==> src/rtl/run_pattern_tx_if.sv <==
// Run request handshake bundle for run_pattern_tx.
// Carries valid/ready plus the run bit and run length.
interface run_pattern_tx_if #(
    parameter int LEN_W = 4
);
    logic             req_valid;
    logic             req_ready;
    logic             req_bit;
    logic [LEN_W-1:0] req_len;

    modport master (
        output req_valid,
        output req_bit,
        output req_len,
        input  req_ready
    );

    modport slave (
        input  req_valid,
        input  req_bit,
        input  req_len,
        output req_ready
    );
endinterface

==> src/rtl/run_pattern_tx.sv <==
// Serial run-pattern transmitter: turns (bit, length) requests into runs
// of identical bits on x, with an optional complementary separator bit.
// Ports: clk, reset (sync, active-high), req (slave handshake: valid,
// ready, bit, len), hold (stall), x/x_valid (serial stream), run_done
// (pulse on last bit of a run), run_count (completed runs, wraps), busy.
module run_pattern_tx #(
    parameter int LEN_W      = 4,
    parameter int CNT_W      = 8,
    parameter int INSERT_SEP = 1
) (
    input  logic              clk,
    input  logic              reset,
    run_pattern_tx_if.slave   req,
    input  logic              hold,
    output logic              x,
    output logic              x_valid,
    output logic              run_done,
    output logic [CNT_W-1:0]  run_count,
    output logic              busy
);

    typedef enum logic [1:0] {
        IDLE = 2'd0,
        SEND = 2'd1,
        SEP  = 2'd2
    } state_t;

    state_t             state_q, state_d;
    logic [LEN_W-1:0]   cnt_q, cnt_d;
    logic               bit_q, bit_d;
    logic [CNT_W-1:0]   count_q, count_d;

    always_ff @(posedge clk) begin
        if (reset) begin
            state_q <= IDLE;
            cnt_q   <= '0;
            bit_q   <= 1'b0;
            count_q <= '0;
        end else begin
            state_q <= state_d;
            cnt_q   <= cnt_d;
            bit_q   <= bit_d;
            count_q <= count_d;
        end
    end

    always_comb begin
        state_d   = state_q;
        cnt_d     = cnt_q;
        bit_d     = bit_q;
        count_d   = count_q;
        x         = 1'b0;
        x_valid   = 1'b0;
        run_done  = 1'b0;
        req.req_ready = 1'b0;

        unique case (state_q)
            IDLE: begin
                req.req_ready = 1'b1;
                // A zero-length request completes the handshake only.
                if (req.req_valid && (req.req_len != '0)) begin
                    bit_d   = req.req_bit;
                    cnt_d   = req.req_len;
                    state_d = SEND;
                end
            end
            SEND: begin
                x       = bit_q;
                x_valid = ~hold;
                if (!hold) begin
                    cnt_d = cnt_q - 1'b1;
                    if (cnt_q == {{(LEN_W-1){1'b0}}, 1'b1}) begin
                        run_done = 1'b1;
                        count_d  = count_q + 1'b1;
                        state_d  = (INSERT_SEP != 0) ? SEP : IDLE;
                    end
                end
            end
            SEP: begin
                x       = ~bit_q;
                x_valid = ~hold;
                if (!hold) begin
                    state_d = IDLE;
                end
            end
            default: begin
                state_d = IDLE;
            end
        endcase
    end

    assign run_count = count_q;
    assign busy      = (state_q != IDLE);

endmodule

==> src/flat_wrapper.sv <==
// flat-port wrapper written by rule: the top's interface ports become plain ports
module run_pattern_tx_flat 
#(
    parameter int LEN_W      = 4,
    parameter int CNT_W      = 8,
    parameter int INSERT_SEP = 1
)
  (clk, reset, hold, x, x_valid, run_done, run_count, busy, req_req_valid, req_req_bit, req_req_len, req_req_ready);
  run_pattern_tx_if #(.LEN_W(LEN_W)) req_i ();
  input  logic clk;
  input  logic reset;
  input  logic hold;
  output logic x;
  output logic x_valid;
  output logic run_done;
  output logic [CNT_W-1:0] run_count;
  output logic busy;
  input wire logic [$bits(req_i.req_valid)-1:0] req_req_valid;
  input wire logic [$bits(req_i.req_bit)-1:0] req_req_bit;
  input wire logic [$bits(req_i.req_len)-1:0] req_req_len;
  output wire logic [$bits(req_i.req_ready)-1:0] req_req_ready;
  assign req_i.req_valid = req_req_valid;
  assign req_i.req_bit = req_req_bit;
  assign req_i.req_len = req_req_len;
  assign req_req_ready = req_i.req_ready;
  run_pattern_tx #(.LEN_W(LEN_W), .CNT_W(CNT_W), .INSERT_SEP(INSERT_SEP)) u_core (.clk(clk), .reset(reset), .req(req_i), .hold(hold), .x(x), .x_valid(x_valid), .run_done(run_done), .run_count(run_count), .busy(busy));
endmodule
==> config.mk <==
export PLATFORM = sky130hd
export DESIGN_NAME = run_pattern_tx_flat
export DESIGN_NICKNAME = d
export VERILOG_FILES = /design/src/rtl/run_pattern_tx_if.sv /design/src/rtl/run_pattern_tx.sv /design/src/flat_wrapper.sv
export SDC_FILE = /design/constraint.sdc
export NUM_CORES = 1
export LEC_CHECK = 0
export ABC_AREA = 1
export CORE_MARGIN = 2
export CORE_UTILIZATION = 29
export CTS_CLUSTER_DIAMETER = 80
export DETAILED_ROUTE_END_ITERATION = 12
export MAX_ROUTING_LAYER = met4
export PLACE_DENSITY_LB_ADDON = 0.12
export SKIP_CTS_REPAIR_TIMING = 1
export SLEW_MARGIN = 20
export SYNTH_ARGS = -nofsm -noshare
export SYNTH_HDL_FRONTEND = slang
export SYNTH_SLANG_ARGS = --single-unit
==> constraint.sdc <==
create_clock -name clk -period 2 [get_ports clk]
set_input_delay 0.3 -clock clk [delete_from_list [all_inputs] [get_ports clk]]
set_output_delay 0.3 -clock clk [all_outputs]
set_load 0.01 [all_outputs]
---- Word level (Yosys, flattened, before mapping) ----
Index checks and enable logic that the tools add are counted.
W data, S select, Z words.
storage, ports and cells
  memories ................................ 0
  bits in latches ......................... 0
  memory bits (read-only) ................. 0
  input bits .............................. 9
  output and inout bits ................... 13
  memory bits (writable) .................. 0
  register bits after elaboration ......... 15
cells by class
  bitwise gates (word level) .............. 2
  div/mod/pow operators ................... 0
  order comparisons ....................... 0
  shift operators ......................... 0
  add/sub/neg operators ................... 2
  equality and inequality tests ........... 7
  $mul .................................... 0
  reductions and logical operators ........ 10
  muxes and demuxes ....................... 14
operator list
  operator               count
  $add A8 B1 Y8 const B  1
  $mux W2                4
  $mux W4                2
  $pmux W4 S2            1
  $pmux W2 S3            1
  $reduce_and A3 Y1      2
  $mux W1                5
  $eq A4 B1 Y1 const B   1
  $ne A2 B1 Y1 const B   2
  $ne A2 B2 Y1 const B   2
  $reduce_and A4 Y1      1
  $reduce_bool A2 Y1     2
  $reduce_bool A4 Y1     1
  $sub A4 B1 Y4 const B  1
  $eq A2 B1 Y1 const B   1
  $eq A2 B2 Y1 const B   1
  $logic_not A2 Y1       1
  $not A1 Y1             2
  $pmux W1 S2            1
  $reduce_and A2 Y1      1
  $reduce_or A2 Y1       1
  $logic_and A1 B1 Y1    1

---- Depth between registers and ports, before layout ----
Gate-level depths: netlist of run 1.
  depth in word-level cells ............... 4
  mapped depth ............................ 9
  depth with buffers taken out ............ 8

---- Least setup slack after synthesis of run 1 ----
OpenSTA, ideal clock, no wires.
  path type ............................... register to output
  start ................................... register u_core.state_q[1]
  end ..................................... output port x
  path slack .............................. 684 ps
  cell stages (with the launch flop) ...... 6
  buffers on the path ..................... 1
  required time ........................... 1700 ps
  data arrival time ....................... 1016 ps
  cell sequence ........................... dfxtp_1 > inv_1 > ha_1 > buf_4 > inv_2 > o21ai_0
on the way
  cells in the longest elaborated chain, start to end .. 2
  elaborated cells on any way between the ends .. 3
  those cells by class .................... eq/ne: 2; mux: 1
ends and longest elaborated chain
  what                                                 line                  RTL
  from (decl)                                          run_pattern_tx.sv:28  state_t state_q, state_d;
  from (signal assigned)                               run_pattern_tx.sv:40  state_q <= state_d;
  $eq A2 B2 Y1 / $eq A2 B1 Y1 (equally long branches)  run_pattern_tx.sv:57  unique case (state_q)
  $pmux W1 S2 (*)                                      run_pattern_tx.sv:57
  to (decl)                                            flat_wrapper.sv:13    output logic x;
Every way passes the cells marked *; elsewhere a longest branch is shown, timed or not.

---- Worst setup path after layout of run 1 ----
  start ................................... register u_core.state_q[1]
  end ..................................... output port run_done
on the way
  cells in the longest elaborated chain, start to end .. 2
ends and longest elaborated chain
  what          line                  RTL
  $eq A2 B1 Y1  run_pattern_tx.sv:57
  $mux W1       run_pattern_tx.sv:57
  to (decl)     flat_wrapper.sv:15    output logic run_done;
No other way between the ends.

==> results.toml, run 1 <==
[run_status]
status = "finished with violations"
violations = "negative setup slack"

[logic_synthesis]
ys_seq_elements = 15
synth_area_um2 = 966
syn_inst = 145
ys_top_cells_by_area = "dfxtp_1 (31%), nand2_1 (15%), ha_1 (9.1%)"
yosys_most_used_dff = "dfxtp_1"
yosysMostFrequentCell = "nand2_1"
async_flop_share_pct = 0
seq_area_frac_synth_pct = 31.1
synth_edf_count = 0
synth.avg_cell_area_um2 = 6.66
syn_nets = 161
yosysUniqueCellTypes = 24
yosys_warnings = 0
synth_top_area_share_pct = 31.1
synth_common_cells = "nand2_1 (39), nor2_1 (23), inv_1 (18)"
yosysTopAreaCell = "dfxtp_1"

[cells_and_area]
final-seq-area_um2 = 300
final_nets = 187
stdcell_count = 214
area_growth_pct = 31.0
layout-drive-gt1-share_pct = 9.41
nFillCells = 350
multi_input_comb_area_um2 = 584
antennaDiodeCount = 0

[sta]
finClkSkew_ps = 2.92
finalHoldViolCount = 0
worst_pin_slew_ps = 440
fmax_mhz = 499
setup_viol = 1
slew_headroom_pct = 70.6
report.final.slew_viol_count = 0
fin_crit_sh_pct = 100
fin_crit_ps = 2000
rsz0062_at_grt = "true"
fin_ws_ps = -4.63

[cts]
clkTransAtPathRegs_ps = 100
insertion_delay_ps = 290
cts_tree = "yes"
ctsHtreeMaxLevel = 1
cts_sinks = 15
clockBufferDepth = 2
cts_root_buf = "clkbuf_4"
cts_made_buffers = 3

[placed_design]
dpl.hpwl_um = 1640
port_buffers = 21
gp_congestion = 0.760
dp_cells = 210

[global_route]
grt_max_degree = 15
grt_pass1_wl_um = 3760
grtUsageTotal_pct = 13.7
antenna_found_initial = 0
grt_pass1_vias = 855
grt-ovfl-total = 0

[worst_setup_path]
path_cells = "inv_1, ha_2, nand2_2, nor2_8, clkdlybuf4s50_1"
crit_slowest_cell = "clkdlybuf4s50_1"
reg2reg_slack_ps = 550
path_class = "flop to output pin"
start_kind = "flop"
cp_top_family = "buffers and inverters"
cp_slowest_stage_delay_ps = 530
worstPathArrival_ps = 1700
worstPathRequired_ps = 1700
cp_max_fo = 4
critPathBufInv = 2
end_kind = "output pin"

[detailed_routing]
post_drt_wl_per_cell_um = 9.93
drt_first_iter_violations = 51
drtAntennaViolNets = 0
vias = 924
dr.pass1.iters = 4
drcViolationCount = 0
wl_um = 2130
viasPerCell = 4.32

[power_and_ir_drop]
p_leak_uw = 0.000584
p_per_area_nw_per_um2 = 989
peakVddDrop_mv = 0.486
p_total_uw = 1250

[floorplanning]
ioPinCount = 22
initial_core_util_pct = 31.1
core_um2 = 3100
die_area_um2 = 3810
die_y_um = 61.7
die_w_um = 61.7
rows = 20

[worst_hold_path]
min-delay-path-class = "flop to flop"

[job]
maxCapViolCount = 0
## tightest hold or removal path, cell delays in order (launching register included)
cell and delay [ps]:
dfxtp_1 310, inv_1 80, a21oi_1 60
## stage by stage
stage                     area [um2]  utilization [%]  setup slack, ps  hold WS (ps)  setup TNS [ps]
final                           1260             40.8            -4.63           487           -4.63
after global routing            1260             40.8             -121           530            -225
after detailed placement        1230             39.8             59.2           472               0
after floorplan                  966                -              684           369               0
after global placement          1230             39.8             72.3           471               0
after CTS                       1260             40.6             -110           488            -164
## cell families after synthesis
logic type | synth area share (%)
compound gates | 10.6
xor+xnor | 0.907
fa+ha+maj | 9.07
buf+inv | 8.68
flops | 31.1
simple gates | 39.6
## report_power, final
| part | total [uW] | internal [uW] | switching [uW] |
|---|---|---|---|
| Combinational | 666 | 290 | 375 |
| Clock | 184 | 77.5 | 106 |
| Sequential | 401 | 352 | 49.8 |
| Total | 1250 | 719 | 531 |
## layout by cell type, fill, tap and decap left out, drive strengths merged
master / instances
inv: 19
a21oi: 10
clkbuf: 4
o21ai: 8
nand3b: 2
dlymetal6s2s: 1
buf: 2
o21a: 1
clkdlybuf4s50: 20
xnor2: 1
ha: 7
nand3: 10
dfxtp: 15
or2: 1
nor2: 25
nand4: 2
nand2: 42
## layout make-up
class,count,share of cell area (%)
inverter,19,5.64
tap,44,4.35
multi-input combinational,109,46.2
sequential,15,23.7
timing repair buffer,23,18.0
clock buffer,4,2.08
## worst paths after layout
path                startpoint                  end  cells past startpoint
max          u_core.state_q[1]             run_done                      5
min               u_core.bit_q         u_core.bit_q                      2
max reg2reg  u_core.state_q[1]  u_core.run_count[6]                      8
min reg2reg       u_core.bit_q         u_core.bit_q                      2
## registers in the layout, summed over array words and instances, names as in the netlist
register	flops
u_core.bit_q	1
u_core.cnt_q	4
u_core.state_q	2
u_core.run_count	8
## routing by layer
metal | routed length, um | vias up | track usage, %
li1 | - | 510 | -
met1 | 1120 | 399 | 19.4
met2 | 921 | 11 | 18.8
met3 | 58 | 4 | 3.11
met4 | 29 | 0 | 5.47
met5 | 0 | - | -
(Power assumes the default switching activity.)
==> run 2: changes to the inputs <==
--- a/config.mk
+++ b/config.mk
@@ -9,7 +9,9 @@
 export CORE_MARGIN = 2
 export CORE_UTILIZATION = 29
 export CTS_CLUSTER_DIAMETER = 80
+export CTS_CLUSTER_SIZE = 40
 export DETAILED_ROUTE_END_ITERATION = 12
+export DONT_BUFFER_PORTS = 1
 export MAX_ROUTING_LAYER = met4
 export PLACE_DENSITY_LB_ADDON = 0.12
 export SKIP_CTS_REPAIR_TIMING = 1
==> run 2 against run 1 <==
The run now ends clean. Clock power hardly changed. Via count shrank 10%. Power is 7.9% lower. Maximum frequency grew 13%. Critical path depth down 1. Combinational power down 16%. Sequential power is essentially flat. Largest cell class unchanged. Largest power group unchanged.
==> results.toml, run 2 (synthesis gave the netlist of run 1 again) <==
[global_route]
grt-ovfl-total = 0
grtUsageTotal_pct = 13.1
antenna_found_initial = 0
grt_pass1_vias = 784
grt_max_degree = 15
grt_pass1_wl_um = 3510

[cells_and_area]
largest_reg_flops = 8
multi_input_comb_area_um2 = 584
layout-drive-gt1-share_pct = 10.2
antennaDiodeCount = 0
area_growth_pct = 7.51
final_cell_mix = "nand2_1 (39), nor2_1 (23), inv_1 (18)"
stdcell_count = 191
layout_commonest_cell = "nand2_1"
final-seq-area_um2 = 300
final_nets = 164
nFillCells = 359

[cts]
ctsHtreeMaxLevel = 1
cts_sinks = 15
cts_tree = "yes"
clockBufferDepth = 2
clkTransAtPathRegs_ps = 110
insertion_delay_ps = 290
cts_root_buf = "clkbuf_4"
cts_made_buffers = 3

[worst_setup_path]
path_cells = "inv_1, ha_2, inv_2, o21ai_0"
start_kind = "flop"
end_kind = "output pin"
worstPathArrival_ps = 1480
path_class = "flop to output pin"
crit_slowest_cell = "o21ai_0"
worstPathRequired_ps = 1700
cp_slowest_stage_delay_ps = 340
cp_max_fo = 8

[detailed_routing]
drt_first_iter_violations = 27
viasPerCell = 4.35
post_drt_wl_per_cell_um = 11.2
dr.pass1.iters = 4
vias = 831
wl_um = 2150
drtAntennaViolNets = 0
drcViolationCount = 0

[floorplanning]
die_area_um2 = 3810
die_y_um = 61.7
ioPinCount = 22
rows = 20
die_w_um = 61.7
initial_core_util_pct = 31.1
core_um2 = 3100

[power_and_ir_drop]
switching_share_pct = 45.2
p_per_area_nw_per_um2 = 1110
peakVddDrop_mv = 0.441
combPwrFrac_pct = 48.7
p_int_uw = 631
switchingPower_uw = 521
p_leak_uw = 0.000483
pwr-share-clk_pct = 16.2
power_frac_seq_pct = 35.1

[placed_design]
gp_congestion = 0.773
port_buffers = 0
dp_cells = 187
dpl.hpwl_um = 1600

[sta]
tns_ps = 0
fin_crit_sh_pct = 88.8
slew_headroom_pct = 69.0
report.final.slew_viol_count = 0
finalHoldViolCount = 0
worst_pin_slew_ps = 465
rsz0062_at_grt = "false"
setup_viol = 0
fmax_mhz = 563
fin_crit_ps = 1780
finClkSkew_ps = 8.47

[run_status]
status = "completed"

[worst_hold_path]
min-delay-path-class = "primary input to flop"

[job]
maxCapViolCount = 0
[run 2: changes by cell type in the layout (fill, tap and decap cells not counted)]
cell             previous run  this run
clkdlybuf4s50_1            20         0
dlymetal6s2s_1              1         0
clkinv_2                    0         1
buf_4                       2         0
clkbuf_1                    1         0
[run 2: worst max-delay path: cells and delay by family (launching register included)]
family	cells	cell delay, ps
fa+ha+maj	1	310
buf+inv	2	210
compound gates	1	340
flops	1	330
[run 2: layer usage]
metal / track usage, % / vias to the layer above / part of all wire [%]
met3: 2.48 / 2 / 3.2
met5: - / - / 0
li1: - / 459 / -
met1: 17.8 / 361 / 55
met2: 18.6 / 9 / 41
met4: 6.38 / 0 / 0.89
[run 2: path summary, 6_finish.rpt]
path | start | endpoint | slack, ps | cells after the start
max reg2reg | u_core.state_q[0] | u_core.cnt_q[2] | 560 | 7
max | u_core.state_q[1] | x | 220 | 4
min reg2reg | u_core.bit_q | u_core.bit_q | 480 | 2
min | reset | u_core.run_count[4] | 60 | 1
[run 2: per-stage QoR]
stage | cell area [um2] | hold WS [ps] | power (uW) | setup WS, ps | util [%]
3_3_place_gp | 1010 | 374 | 965 | 475 | 32.5
6_report | 1040 | 57.4 | 1150 | 224 | 33.5
3_5_place_dp | 1010 | 375 | 971 | 439 | 32.5
4_1_cts | 1040 | 45.6 | 1170 | 100 | 33.4
2_1_floorplan | 966 | 369 | 879 | 684 | -
5_1_grt | 1040 | 40.1 | 1280 | 122 | 33.5
[run 2: area by class of cell]
class                      count  area share, %
clock inverter                 1          0.482
inverter                      19           6.87
tap                           44           5.30
sequential                    15           28.9
clock buffer                   3           2.17
multi-input combinational    109           56.3
[run 2: power groups by stage]
stage | Clock, uW | Combinational, uW | Sequential [uW]
after floorplan | 0 | 481 | 398
after global placement | 0 | 555 | 410
after detailed placement | 0 | 560 | 411
after CTS | 198 | 565 | 404
after global routing | 213 | 653 | 413
final | 186 | 562 | 404
==> run 3: changes to the inputs <==
--- a/config.mk
+++ b/config.mk
@@ -5,13 +5,13 @@
 export SDC_FILE = /design/constraint.sdc
 export NUM_CORES = 1
 export LEC_CHECK = 0
-export ABC_AREA = 1
 export CORE_MARGIN = 2
 export CORE_UTILIZATION = 29
 export CTS_CLUSTER_DIAMETER = 80
 export CTS_CLUSTER_SIZE = 40
 export DETAILED_ROUTE_END_ITERATION = 12
 export DONT_BUFFER_PORTS = 1
+export GPL_TIMING_DRIVEN = 0
 export MAX_ROUTING_LAYER = met4
 export PLACE_DENSITY_LB_ADDON = 0.12
 export SKIP_CTS_REPAIR_TIMING = 1
==> constraint.sdc (replaced) <==
create_clock -name clk -period 1.8 [get_ports clk]
set_input_delay 0.27 -clock clk [delete_from_list [all_inputs] [get_ports clk]]
set_output_delay 0.27 -clock clk [all_outputs]
set_load 0.01 [all_outputs]
==> run 3 against run 2 <==
Combinational power grew 22%. Area after synthesis down 6.3%. Die area decreased by 5.9%. Via count decreased by 10%. Global-route usage decreased by 0.35 points. Synthesized cell count is 30% lower. Clock-buffer cell count rose by 1. Sequential share of layout area decreased by 0.16 points. Final area up 0.96%. Critical path type unchanged. Highest routed layer unchanged.
==> results.toml, run 3 <==
[run_status]
status = "completed"

[logic_synthesis]
ys_top_cells_by_area = "dfxtp_1 (33%), ha_1 (9.7%), mux2i_1 (7.7%)"
synth.avg_cell_area_um2 = 8.96
yosys_warnings = 0
syn_nets = 117
synth_top_area_share_pct = 33.2
yosysUniqueCellTypes = 34
async_flop_share_pct = 0
ys_seq_elements = 15
synth_common_cells = "dfxtp_1 (15), nor2_1 (15), ha_1 (7), inv_1 (7), mux2i_1 (7)"
synth_area_um2 = 905
seq_area_frac_synth_pct = 33.2
syn_inst = 101
synth_edf_count = 0
yosys_most_used_dff = "dfxtp_1"
yosysTopAreaCell = "dfxtp_1"

[job]
maxCapViolCount = 0

[worst_setup_path]
startpoint = "u_core.cnt_q[1]"
end_kind = "output pin"
worstPathRequired_ps = 1530
path_class = "flop to output pin"
start_kind = "flop"
endpoint = "run_done"
cp_max_fo = 3
reg2reg_slack_ps = 100
regToRegStartpoint = "u_core.state_q[0]"
timing.rr.end = "u_core.cnt_q[2]"
r2r_cells = 6
worstPathArrival_ps = 1440

[power_and_ir_drop]
switchingPower_uw = 523
switching_share_pct = 39.2
p_total_uw = 1330
combPwrFrac_pct = 51.4
p_per_area_nw_per_um2 = 1270
p_int_uw = 811
peakVddDrop_mv = 0.605
power_frac_seq_pct = 33.9
pwr-share-clk_pct = 14.7
p_leak_uw = 0.000405

[cts]
clockBufferDepth = 2
clkTransAtPathRegs_ps = 90
cts_root_buf = "clkbuf_4"
cts_sinks = 15
cts_tree = "yes"
insertion_delay_ps = 280
ctsHtreeMaxLevel = 1
cts_made_buffers = 3

[sta]
finClkSkew_ps = 3.78
fin_crit_ps = 1710
worst_pin_slew_ps = 592
rsz0062_at_grt = "true"
finalHoldViolCount = 0
fmax_mhz = 586
report.final.slew_viol_count = 0
slew_headroom_pct = 60.2
whs_ps = 149
tns_ps = 0
setup_viol = 0
fin_crit_sh_pct = 94.8
fin_ws_ps = 93.7

[worst_hold_path]
min-delay-path-class = "primary input to flop"

[detailed_routing]
drtAntennaViolNets = 0
wl_um = 2030
post_drt_wl_per_cell_um = 14.2
vias = 744
drt_first_iter_violations = 21
viasPerCell = 5.20
drcViolationCount = 0
dr.pass1.iters = 2

[floorplanning]
die_y_um = 59.9
ioPinCount = 22
initial_core_util_pct = 30.1
die_w_um = 59.9
die_area_um2 = 3580
rows = 20
core_um2 = 3000

[cells_and_area]
layout_commonest_cell = "nor2_1"
layout-drive-gt1-share_pct = 18.2
area_growth_pct = 15.9
largest_reg_flops = 8
antennaDiodeCount = 0
final_nets = 127
final_cell_mix = "nor2_1 (15), dfxtp_1 (14), mux2i_1 (7)"

[global_route]
grt_max_degree = 11
antenna_found_initial = 0
grtUsageTotal_pct = 12.8
grt_pass1_wl_um = 3330
grt_pass1_vias = 682
grt-ovfl-total = 0

[placed_design]
gp_congestion = 0.743
pre_cts_slack_ps = -156
dpl.hpwl_um = 1530
port_buffers = 0
## run 3: cell count changes after synthesis, moves of 3 or more
cell	previous run	this run
nand2_1	39	3
inv_1	18	7
nor2_1	23	15
mux2i_1	0	7
a21oi_1	9	5
nand3_1	9	6
nor3_1	0	3
o21ai_0	4	1
o21ai_1	4	1
xnor2_1	1	4
## run 3: layout make-up
class	instances	area (um2)
fill	339	1950
inverter	7	26.3
timing repair buffer	5	37.5
buffer	4	37.5
sequential	15	302
tap	33	41.3
multi-input combinational	75	578
clock buffer	4	26.3
## run 3: worst max-delay path, stage by stage, from the launching register on
cell and delay [ps]:
dfxtp_1 330, inv_1 90, ha_1 190, nand3b_1 180
nor3_4 360
## run 3: worst min-delay path by stage
stage | from | end | cells past startpoint
6_report | req_req_bit | u_core.bit_q | 2
5_1_grt | req_req_bit | u_core.bit_q | 2
4_1_cts | req_req_bit | u_core.bit_q | 2
3_5_place_dp | req_req_bit | u_core.bit_q | 2
3_3_place_gp | req_req_bit | u_core.bit_q | 2
2_1_floorplan | req_req_bit | u_core.bit_q | 2
## run 3: kinds of logic (layout without fill, tap and decap cells)
logic type	Yosys count	count (layout)	synth area share, %
AO/OA/AOI/OAI	15	15	12.4
XOR/XNOR	6	6	5.81
adder cells (fa/ha/maj)	7	7	9.68
buffers and inverters	11	20	7.05
flip-flops	15	15	33.2
multiplexers	8	8	8.99
AND/OR/NAND/NOR	39	39	22.8
## run 3: power groups by stage
stage                     registers (uW)  clock network (uW)  logic (uW)
after floorplan                      433                   0         488
after global placement               445                   0         574
after detailed placement             447                   0         583
after CTS                            438                 205         585
after global routing                 459                 226         767
final                                452                 195         686
## run 3: through the flow
stage                     util (%)  instances  instance area, um2
after floorplan                  -        101                 905
after global routing          34.9        143                1050
final                         34.9        143                1050
after detailed placement      31.5        134                 946
after global placement        31.5        134                 946
after CTS                     32.4        138                 972
## run 3: metal layers
metal / wire, um / up-vias / part of all wire [%] / global-route usage (%)
li1: - / 378 / - / -
met5: 0 / - / 0 / -
met2: 974 / 8 / 48 / 18.9
met3: 77 / 2 / 3.8 / 5.19
met1: 965 / 356 / 48 / 16.7
met4: 8 / 0 / 0.39 / 1.90
